===== src/rtl/output_port_scheduler_if.sv =====
// Request/grant bundle between the input ports and one output-port scheduler.
interface output_port_scheduler_if #(
  parameter int unsigned N_PORTS = 16,
  parameter int unsigned ID_W    = 4
);
  logic [N_PORTS-1:0] req;
  logic               frameo_n;
  logic [N_PORTS-1:0] grant;
  logic               grant_valid;
  logic [ID_W-1:0]    grant_id;
  logic [N_PORTS-1:0] busy_n;
  logic               timeout_pulse;

  modport master (
    output req,
    output frameo_n,
    input  grant,
    input  grant_valid,
    input  grant_id,
    input  busy_n,
    input  timeout_pulse
  );

  modport slave (
    input  req,
    input  frameo_n,
    output grant,
    output grant_valid,
    output grant_id,
    output busy_n,
    output timeout_pulse
  );
endinterface


===== src/rtl/output_port_scheduler.sv =====
// Round-robin owner selection for one router output port; the grant is held
// for the whole frame and revoked if the winner never starts sending.
module output_port_scheduler #(
  parameter int unsigned N_PORTS      = 16,
  parameter int unsigned WAIT_TIMEOUT = 15,
  parameter int unsigned TO_W         = 8
) (
  input  logic                     clk,
  input  logic                     reset,
  output_port_scheduler_if.slave   bus
);

  localparam int unsigned ID_W = 4;

  typedef enum logic [1:0] {
    S_IDLE    = 2'd0,
    S_WAIT    = 2'd1,
    S_ACTIVE  = 2'd2,
    S_RELEASE = 2'd3
  } state_e;

  state_e             state_q, state_d;
  logic [ID_W-1:0]    ptr_q, ptr_d;
  logic [TO_W-1:0]    cnt_q, cnt_d;
  logic [N_PORTS-1:0] grant_q, grant_d;
  logic [ID_W-1:0]    gid_q, gid_d;
  logic               valid_q, valid_d;
  logic [N_PORTS-1:0] busy_n_q, busy_n_d;
  logic               to_q, to_d;

  logic               found;
  logic [ID_W-1:0]    winner;
  logic [ID_W-1:0]    idx;
  logic [N_PORTS-1:0] winner_oh;

  // First requester at or after ptr, wrapping 15 -> 0.
  always_comb begin
    found  = 1'b0;
    winner = '0;
    idx    = '0;
    for (int k = 0; k < int'(N_PORTS); k++) begin
      idx = ptr_q + ID_W'(k);
      if (!found && bus.req[idx]) begin
        found  = 1'b1;
        winner = idx;
      end
    end
    winner_oh = N_PORTS'(1) << winner;
  end

  always_comb begin
    state_d  = state_q;
    ptr_d    = ptr_q;
    cnt_d    = cnt_q;
    grant_d  = grant_q;
    gid_d    = gid_q;
    valid_d  = valid_q;
    busy_n_d = busy_n_q;
    to_d     = 1'b0;

    case (state_q)
      S_IDLE: begin
        if (found) begin
          grant_d  = winner_oh;
          gid_d    = winner;
          valid_d  = 1'b1;
          busy_n_d = winner_oh;  // only the owner reads not-busy
          cnt_d    = '0;
          state_d  = S_WAIT;
        end
      end
      S_WAIT: begin
        if (!bus.frameo_n) begin
          state_d = S_ACTIVE;
        end else if (!bus.req[gid_q]) begin
          grant_d  = '0;
          valid_d  = 1'b0;
          busy_n_d = '1;
          state_d  = S_RELEASE;
        end else if (cnt_q == TO_W'(WAIT_TIMEOUT - 1)) begin
          grant_d  = '0;
          valid_d  = 1'b0;
          busy_n_d = '1;
          to_d     = 1'b1;
          state_d  = S_RELEASE;
        end else begin
          cnt_d = cnt_q + TO_W'(1);
        end
      end
      S_ACTIVE: begin
        if (bus.frameo_n) begin
          grant_d  = '0;
          valid_d  = 1'b0;
          busy_n_d = '1;
          state_d  = S_RELEASE;
        end
      end
      S_RELEASE: begin
        ptr_d   = gid_q + ID_W'(1);
        state_d = S_IDLE;
      end
      default: begin
        state_d = S_IDLE;
      end
    endcase
  end

  always_ff @(posedge clk) begin
    if (reset) begin
      state_q  <= S_IDLE;
      ptr_q    <= '0;
      cnt_q    <= '0;
      grant_q  <= '0;
      gid_q    <= '0;
      valid_q  <= 1'b0;
      busy_n_q <= '1;
      to_q     <= 1'b0;
    end else begin
      state_q  <= state_d;
      ptr_q    <= ptr_d;
      cnt_q    <= cnt_d;
      grant_q  <= grant_d;
      gid_q    <= gid_d;
      valid_q  <= valid_d;
      busy_n_q <= busy_n_d;
      to_q     <= to_d;
    end
  end

  assign bus.grant         = grant_q;
  assign bus.grant_valid   = valid_q;
  assign bus.grant_id      = gid_q;
  assign bus.busy_n        = busy_n_q;
  assign bus.timeout_pulse = to_q;

endmodule

===== src/flat_wrapper.sv =====
// flat-port wrapper written by rule: the top's interface ports become plain ports
module output_port_scheduler_flat 
#(
  parameter int unsigned N_PORTS      = 16,
  parameter int unsigned WAIT_TIMEOUT = 15,
  parameter int unsigned TO_W         = 8
)
  (clk, reset, bus_req, bus_frameo_n, bus_grant, bus_grant_valid, bus_grant_id, bus_busy_n, bus_timeout_pulse);
  output_port_scheduler_if #(.N_PORTS(N_PORTS)) bus_i ();
  input  logic clk;
  input  logic reset;
  input wire logic [$bits(bus_i.req)-1:0] bus_req;
  input wire logic [$bits(bus_i.frameo_n)-1:0] bus_frameo_n;
  output wire logic [$bits(bus_i.grant)-1:0] bus_grant;
  output wire logic [$bits(bus_i.grant_valid)-1:0] bus_grant_valid;
  output wire logic [$bits(bus_i.grant_id)-1:0] bus_grant_id;
  output wire logic [$bits(bus_i.busy_n)-1:0] bus_busy_n;
  output wire logic [$bits(bus_i.timeout_pulse)-1:0] bus_timeout_pulse;
  assign bus_i.req = bus_req;
  assign bus_i.frameo_n = bus_frameo_n;
  assign bus_grant = bus_i.grant;
  assign bus_grant_valid = bus_i.grant_valid;
  assign bus_grant_id = bus_i.grant_id;
  assign bus_busy_n = bus_i.busy_n;
  assign bus_timeout_pulse = bus_i.timeout_pulse;
  output_port_scheduler #(.N_PORTS(N_PORTS), .WAIT_TIMEOUT(WAIT_TIMEOUT), .TO_W(TO_W)) u_core (.clk(clk), .reset(reset), .bus(bus_i));
endmodule

===== config.mk =====
export PLATFORM = sky130hd
export DESIGN_NAME = output_port_scheduler_flat
export DESIGN_NICKNAME = d
export VERILOG_FILES = /design/src/rtl/output_port_scheduler_if.sv /design/src/rtl/output_port_scheduler.sv /design/src/flat_wrapper.sv
export SDC_FILE = /design/constraint.sdc
export NUM_CORES = 1
export LEC_CHECK = 0
export BUFFER_PORTS_ARGS = -buffer_cell sky130_fd_sc_hd__buf_2
export CAP_MARGIN = 20
export CORE_MARGIN = 5
export CORE_UTILIZATION = 47
export CTS_CLUSTER_DIAMETER = 100
export DETAILED_ROUTE_END_ITERATION = 7
export PLACE_DENSITY = 0.66
export RECOVER_POWER = 25
export REMOVE_ABC_BUFFERS = 1
export SLEW_MARGIN = 5
export SYNTH_ARGS = -nofsm -noshare
export SYNTH_HDL_FRONTEND = slang
export SYNTH_SLANG_ARGS = --single-unit

===== constraint.sdc =====
create_clock -name clk -period 5.8 [get_ports clk]
set_input_delay 0.87 -clock clk [delete_from_list [all_inputs] [get_ports clk]]
set_output_delay 0.87 -clock clk [all_outputs]
set_load 0.01 [all_outputs]

After elaboration in Yosys (flattened, before gate mapping)
Cells that the tools add are included.
Word-level totals
  flip-flop bits (word level): 52
  input bits: 19
  output and inout port bits: 38
  word-level logic and storage cells: 190
Operators by class
  add/subtract/negate cells: 17
  order comparisons: 17
  equality and inequality tests: 11
  shifts and indexed selects: 1
  mux-type cells: 95
  bitwise logic cells: 3
  reduce and logical (&&, ||, !) cells: 38
Operators by type and width (count)
  two-way mux 16 bit: 9
  case mux 16 bit (3 select lines): 2
  less-than comparator 4 x 5 -> 1 bit, second input constant: 17
  binary-select mux 1 bit (select 4 bit): 17
  two-way mux 4 bit: 16
  two-way mux 1 bit: 39
  adder 4 bit, second input constant: 8
  two-way mux 8 bit: 4
  adder 4 x 3 -> 4 bit, second input constant: 4
  case mux 8 bit (2 select lines): 1
  << shifter 1 x 4 -> 16 bit, first input constant: 1
  logical AND 1 bit: 15
  zero test 1 bit: 15
  two-way mux 2 bit: 5
  AND reduction 5 bit: 2
  adder 4 x 1 -> 4 bit, second input constant: 2
  adder 4 x 2 -> 4 bit, second input constant: 2
  adder 8 x 1 -> 8 bit, second input constant: 1
  equality test 8 x 4 -> 1 bit, second input constant: 1
  case mux 2 bit (4 select lines): 1
  != test 2 bit, second input constant: 3
  equality test 2 bit, second input constant: 2
  != test 2 x 1 -> 1 bit, second input constant: 2
  != test 4 bit, second input constant: 1
  10 further kinds: 12

Longest topological paths before layout
Gate-level depths: netlist (run 1).
  word-level depth: 51
  gate-level depth with buffers: 19
  gate-level depth less buffers: 12

Least setup slack after synthesis (run 1)
Ideal clock, no wire load.
  kind: reg2reg
  from: register u_core.ptr_q[1]
  to: register u_core.grant_q[14] (netlist: u_core.bus.grant[14])
  library setup time: 0.117 ns
  arrival: 4.738 ns
  required time: 5.683 ns
  slack: 0.944 ns
  stages on the path, launching flop included: 19
  path buffers: 7
  clock period less this slack: 4.856 ns
  cell sequence: dfxtp_1 -> buf_6 -> buf_2 -> buf_1 -> inv_1 -> ha_1 -> buf_2 -> buf_2 -> mux4_2 -> mux4_2 -> nor4b_4 -> nand4_2 -> nor4_4 -> a21oi_2 -> and2_4 -> buf_6 -> and2_4 -> buf_6 -> a32o_1
Between the ends
  cells in the longest elaborated chain, start to end: 51
  elaborated cells between the ends (all ways): 114
  those cells by class: add/sub (15); eq/ne (1); shift (1); mux (66); reduce/logical (31)
Ends and longest elaborated chain
  start: declaration: RTL line output_port_scheduler.sv:23  | logic [ID_W-1:0] ptr_q, ptr_d;
  start signal: assignment: RTL line output_port_scheduler.sv:120  | ptr_q <= ptr_d;
  branches (longest 51 deep; another with adder 4 x 1 -> 4 bit)
  end signal: assignment: RTL line output_port_scheduler.sv:122  | grant_q <= grant_d;
  end: declaration: RTL line output_port_scheduler.sv:25  | logic [N_PORTS-1:0] grant_q, grant_d;
Several ways; the timed one is not identified. The select of a mux whose other input is x is not followed.
A chain may end at the register's enable or synchronous reset.

Final worst setup path (run 1)
  from: register u_core.ptr_q[1]
  to: register u_core.grant_q[11] (netlist: u_core.bus.grant[11])
The elaborated chain is that of the path after synthesis.

==> impl_metrics.json, run 1 <==
{
  "cpPeakStageDelay_ns": 0.85,
  "place_area_mm2": 0.00533,
  "hold_buffers": 0,
  "period_share": 0.882,
  "path_clk_slew_ns": 0.11,
  "crit_path_top_delay_cell": "ha_1",
  "ctsResizeCount": 0,
  "die_w_um": 114,
  "ir_worst_vdd_v": 0.000212,
  "num_vias": 4895,
  "worstMarginPinSlew_ns": 1.02,
  "drv_cap": 0,
  "worst-setup-path-type": "reg -> reg",
  "grt_pass1_wl_um": 24100,
  "drc": 0,
  "clock-sinks": 52,
  "first_global_vias": 4497,
  "timing.fmax_mhz": 195,
  "max_slew_margin": 0.317,
  "ioPinCount": 57,
  "clockBufferDepth": 2,
  "fp.dieH_um": 114,
  "finalNetCount": 627,
  "stdcell_area_mm2": 0.00542,
  "cts-buffers-inserted": 5,
  "rows": 37,
  "path_cells": "inv_1, ha_1, mux4_2, mux4_2, nor4b_4, nand4_2, nor4_4, a21oi_2, nor2_1, a32o_1",
  "setup_violations": 0,
  "synth_edf_count": 0,
  "cts_setup_buffers": 0,
  "gp_congestion": 0.940,
  "stdcell_count": 731,
  "drive_gt1_frac": 0.215,
  "finalClockSkew_ns": 0.0126,
  "worstPathBufferInverterCount": 1,
  "htree_levels": 2,
  "path_delay_family": "simple AND/OR/NAND/NOR gates",
  "antenna_found_initial": 0,
  "ys_types": 78,
  "crit_fanout": 19,
  "layout_commonest_cell": "nor2_1",
  "hold_viol_final": 0,
  "numPortBuffers": 56,
  "ys_ff_latch": 52,
  "area_delta_synth_final_pct": 7.30,
  "netlist_instances": 568,
  "grt_overflow": 0,
  "synth.avg_cell_area_um2": 8.90,
  "async_flop_share": 0,
  "finalCriticalPeriod_ns": 5.12,
  "antennaDiodeCount": 0,
  "detailed_place_hpwl_um": 11100,
  "core-area_mm2": 0.0104,
  "crit_path_frequent_cell": "mux4_2",
  "crit_required_ns": 6.05,
  "fin_setup_tns_ns": 0,
  "root_buffer": "clkbuf_8",
  "placed_cells": 723,
  "start_util": 0.485,
  "postLayoutCoreUtil": 0.521,
  "final_cell_mix": "69 x nor2_1, 52 x dfxtp_1, 38 x buf_2",
  "drt-pass1-iter-count": 6,
  "wl_per_cell_um": 20.8,
  "rsz0062_at_grt": "false",
  "avgViaCountPerCell": 6.70,
  "slew_violations": 0,
  "cp-end-kind": "flip-flop",
  "power_w": 0.00265,
  "yosysSeqAreaShare": 0.206,
  "p_leak_nw": 1.91,
  "p_per_area_mw_per_mm2": 489,
  "arrival_ns": 5.36,
  "grt_max_degree": 38,
  "clk-insertion-delay-late_ns": 0.31,
  "syn_area_mm2": 0.00505,
  "grt_util_all_layers": 0.229,
  "yosysWarnings": 0,
  "worstSetupStartpointType": "flip-flop",
  "die_area_mm2": 0.0129,
  "drtAntennaViolNets": 0,
  "hold_class": "reg -> reg",
  "routed_wl_um": 15200,
  "ys.flop_type": "dfxtp_1",
  "run_status": "finished clean",
  "first_iter_violations": 542,
  "cts_tree": "yes"
}
worst paths after layout:
check	start	to	slack [ns]	cells past startpoint
worst max-delay path	u_core.ptr_q[1]	u_core.bus.grant[11]	0.68	10
worst min-delay path	u_core.bus.grant[13]	u_core.bus.grant[13]	0.48	1
worst max register to register	u_core.ptr_q[1]	u_core.bus.grant[11]	0.68	10
worst min register to register	u_core.bus.grant[13]	u_core.bus.grant[13]	0.48	1
logic make-up after synthesis:
family,Yosys count,share of synthesized area
xor gates and xnor gates,14,0.0257
AOI/OAI and AO/OA,158,0.241
DFF,52,0.206
and+or+nand+nor,196,0.200
muxes,78,0.240
buffers and inverters,56,0.0535
adders and majority gates,14,0.0347
per-stage QoR:
stage | worst slack (ns) | hold WS (ns)
6_report | 0.683 | 0.480
5_1_grt | 0.342 | 0.495
4_1_cts | 0.786 | 0.476
3_5_place_dp | 0.840 | 0.454
3_3_place_gp | 0.975 | 0.445
2_1_floorplan | 0.0361 | 0.461
worst register-to-register path: stages (launching register included):
cell and delay, ns:
dfxtp_1 0.46, inv_1 0.24, ha_1 0.85, mux4_2 0.52, mux4_2 0.57, nor4b_4 0.41, nand4_2 0.37, nor4_4 0.48
a21oi_2 0.16, nor2_1 0.78, a32o_1 0.22
synthesized netlist by cell type, types with 3 or more instances:
library cell | n | share of area
o31ai_1 | 4 | 0.0059
o221ai_1 | 3 | 0.0052
o22ai_1 | 6 | 0.0074
a31oi_1 | 6 | 0.0074
mux2i_1 | 31 | 0.061
clkinv_1 | 3 | 0.0022
a32o_1 | 16 | 0.032
a21oi_1 | 25 | 0.025
a211oi_1 | 23 | 0.034
dfxtp_1 | 52 | 0.21
nand3_1 | 20 | 0.020
nand2_1 | 35 | 0.026
a22oi_1 | 3 | 0.0045
a2111oi_0 | 4 | 0.0069
nor4_1 | 3 | 0.0037
a221oi_1 | 3 | 0.0052
a21o_1 | 6 | 0.0089
a211oi_2 | 4 | 0.0099
a211o_1 | 3 | 0.0052
nand2b_1 | 7 | 0.0087
mux2_2 | 14 | 0.031
buf_6 | 4 | 0.0089
o21ai_0 | 15 | 0.015
mux4_2 | 33 | 0.15
nor2_1 | 69 | 0.051
nor2b_1 | 7 | 0.0087
o22a_1 | 3 | 0.0052
and2_4 | 4 | 0.0069
ha_1 | 14 | 0.035
xnor2_1 | 11 | 0.019
buf_2 | 14 | 0.014
o211ai_1 | 3 | 0.0045
clkbuf_1 | 17 | 0.013
a221o_1 | 3 | 0.0059
or2_2 | 6 | 0.0074
and2_1 | 10 | 0.012
a21boi_0 | 3 | 0.0045
buf_1 | 3 | 0.0022
buf_4 | 3 | 0.0045
inv_1 | 11 | 0.0082
nand4_1 | 6 | 0.0074
nor3_1 | 10 | 0.0099
power breakdown:
group          total [W]  leakage [nW]  internal, W  switching, W
clock network   0.000279        0.0614     0.000142      0.000137
registers       0.000524         0.426     0.000450     0.0000741
logic            0.00185          1.42     0.000698       0.00115
total            0.00265          1.91      0.00129       0.00136
final cells by class:
cell class	count	area (um2)
clock buffers	6	82.6
repair buffers	61	295
inverters	14	52.6
well taps	136	170
multi-input cells	460	3740
fillers	985	4990
clock inverters	2	38.8
flip-flops and latches	52	1040
state kept, by name, indices dropped and copies added, names as in the netlist:
signal	count
u_core.bus.busy_n	16
u_core.bus.grant	16
u_core.bus.grant_id	4
u_core.bus.grant_valid	1
u_core.bus.timeout_pulse	1
u_core.cnt_q	8
u_core.ptr_q	4
u_core.state_q	2
routing by layer:
| metal | part of all wire | vias to the layer above | GRT usage | wire length (um) |
|---|---|---|---|---|
| met5 | 0 | - | 0 | 0 |
| met2 | 0.46 | 222 | 0.358 | 7010 |
| met3 | 0.065 | 39 | 0.0212 | 994 |
| met4 | 0.030 | 0 | 0.0769 | 459 |
| met1 | 0.44 | 2377 | 0.333 | 6720 |
| li1 | - | 2257 | - | - |
Note: power is estimated with default switching activity, not from simulation.
==> run 2, diff against run 1 <==
--- a/config.mk
+++ b/config.mk
@@ -7,14 +7,17 @@
 export LEC_CHECK = 0
 export BUFFER_PORTS_ARGS = -buffer_cell sky130_fd_sc_hd__buf_2
 export CAP_MARGIN = 20
+export CELL_PAD_IN_SITES_DETAIL_PLACEMENT = 2
+export CELL_PAD_IN_SITES_GLOBAL_PLACEMENT = 2
 export CORE_MARGIN = 5
-export CORE_UTILIZATION = 47
+export CORE_UTILIZATION = 37
 export CTS_CLUSTER_DIAMETER = 100
 export DETAILED_ROUTE_END_ITERATION = 7
-export PLACE_DENSITY = 0.66
+export PLACE_DENSITY_LB_ADDON = 0.1
 export RECOVER_POWER = 25
 export REMOVE_ABC_BUFFERS = 1
 export SLEW_MARGIN = 5
 export SYNTH_ARGS = -nofsm -noshare
 export SYNTH_HDL_FRONTEND = slang
 export SYNTH_SLANG_ARGS = --single-unit
+export TNS_END_PERCENT = 30
==> impl_metrics.json, run 2 (synthesized netlist as in run 1, its figures left out) <==
{
  "setup_violations": 0,
  "layout_commonest_cell": "nor2_1",
  "drc": 0,
  "final_cell_mix": "69 x nor2_1, 52 x dfxtp_1, 38 x buf_2",
  "avgViaCountPerCell": 6.46,
  "fin_setup_tns_ns": 0,
  "reg2reg_from": "u_core.ptr_q[1]",
  "drtAntennaViolNets": 0,
  "placed_cells": 770,
  "routed_wl_um": 18700,
  "rr_endpoint": "u_core.bus.grant[8]",
  "min_from": "u_core.bus.grant[3]",
  "fp.dieH_um": 127,
  "crit_path_top_delay_cell": "ha_1",
  "path_cells": "inv_1, buf_4, ha_1, mux4_2, mux2i_1, mux2i_1, and2_1, o311ai_0, a21boi_0, o31ai_1, a22oi_2, nor2_1, a32o_1",
  "r2r_slack_ns": 0.68,
  "p_leak_nw": 1.97,
  "cts_setup_buffers": 0,
  "antenna_found_initial": 1,
  "min_to": "u_core.bus.grant[3]",
  "crit_path_frequent_cell": "mux2i_1",
  "die_area_mm2": 0.0161,
  "hold_ws_ns": 0.468,
  "worstHoldPathCells": 1,
  "clk-insertion-delay-late_ns": 0.29,
  "finalNetCount": 634,
  "crit_required_ns": 6.04,
  "place_area_mm2": 0.00543,
  "p_per_area_mw_per_mm2": 507,
  "core-area_mm2": 0.0133,
  "drt-pass1-iter-count": 4,
  "cts-buffers-inserted": 5,
  "slew_violations": 0,
  "worst-setup-path-type": "reg -> reg",
  "rows": 42,
  "die_w_um": 127,
  "r2r_cells": 13,
  "start_util": 0.380,
  "gp_congestion": 0.888,
  "rsz0062_at_grt": "false",
  "hold_buffers": 0,
  "first_iter_violations": 344,
  "worstMarginPinSlew_ns": 1.01,
  "power_w": 0.00283,
  "stdcell_count": 778,
  "antennaDiodeCount": 0,
  "grt_util_all_layers": 0.232,
  "timing.fmax_mhz": 195,
  "numPortBuffers": 56,
  "clock-sinks": 52,
  "path_clk_slew_ns": 0.07,
  "grt_overflow": 0,
  "drv_cap": 0,
  "finalClockSkew_ns": 0.00661,
  "cpPeakStageDelay_ns": 0.80,
  "hold_viol_final": 0,
  "area_delta_synth_final_pct": 10.2,
  "arrival_ns": 5.36,
  "finalCriticalPeriod_ns": 5.12,
  "num_vias": 5029,
  "cts_tree": "yes",
  "detailed_place_hpwl_um": 14200,
  "root_buffer": "clkbuf_16",
  "period_share": 0.882,
  "first_global_vias": 5179,
  "run_status": "finished clean",
  "drive_gt1_frac": 0.223,
  "max_slew_margin": 0.310,
  "htree_levels": 2,
  "ctsResizeCount": 0,
  "crit_fanout": 16,
  "grt_pass1_wl_um": 30000,
  "worstSetupStartpointType": "flip-flop",
  "wl_per_cell_um": 24.1,
  "cp-end-kind": "flip-flop",
  "hold_class": "reg -> reg",
  "ir_worst_vdd_v": 0.000191,
  "grt_max_degree": 38,
  "clockBufferDepth": 2,
  "stdcell_area_mm2": 0.00557,
  "ioPinCount": 57
}
## run 2: per-stage QoR
| step | util | worst slack, ns |
|---|---|---|
| after global placement | 0.408 | 0.946 |
| after floorplan | - | 0.0361 |
| after CTS | 0.421 | 0.812 |
| final | 0.419 | 0.682 |
| after detailed placement | 0.408 | 0.889 |
| after global routing | 0.419 | 0.503 |
## run 2: cell type report
type / instances / area (um2)
Inverter: 14 / 52.6
Timing Repair Buffer: 68 / 348
Multi-Input combinational cell: 460 / 3740
Clock inverter: 2 / 35.0
Fill cell: 1492 / 7730
Clock buffer: 6 / 129
Sequential cell: 52 / 1040
Tap cell: 176 / 220
## run 2: worst max-delay path, delay by kind of cell (launching register included)
kind | cells | cell delay [ns]
adder cells (fa/ha/maj) | 1 | 0.80
multiplexers | 3 | 1.34
AO/OA/AOI/OAI | 5 | 1.43
flip-flops | 1 | 0.33
buffers and inverters | 2 | 0.29
AND/OR/NAND/NOR | 2 | 0.85
## run 2: worst max path at each step
stage	to	start	slack [ns]
floorplan	u_core.bus.grant[10]	u_core.ptr_q[0]	0.04
global placement	u_core.bus.grant[1]	u_core.ptr_q[1]	0.95
global route	u_core.bus.grant[9]	u_core.ptr_q[1]	0.50
detailed placement	u_core.bus.grant[8]	u_core.ptr_q[1]	0.89
CTS	u_core.bus.grant[8]	u_core.ptr_q[1]	0.81
finish	u_core.bus.grant[8]	u_core.ptr_q[1]	0.68
## run 2: routing by layer
layer,track usage,share of wire,vias up
met4,0.0435,0.014,2
li1,-,-,2261
met5,0,0.00069,-
met3,0.0437,0.053,26
met1,0.330,0.47,2589
met2,0.369,0.47,151
## run 2: report_power, final
part,total (W),switching [W],internal (W)
combinational,0.00196,0.00125,0.000715
clock,0.000335,0.000132,0.000203
sequential,0.000527,0.0000761,0.000451
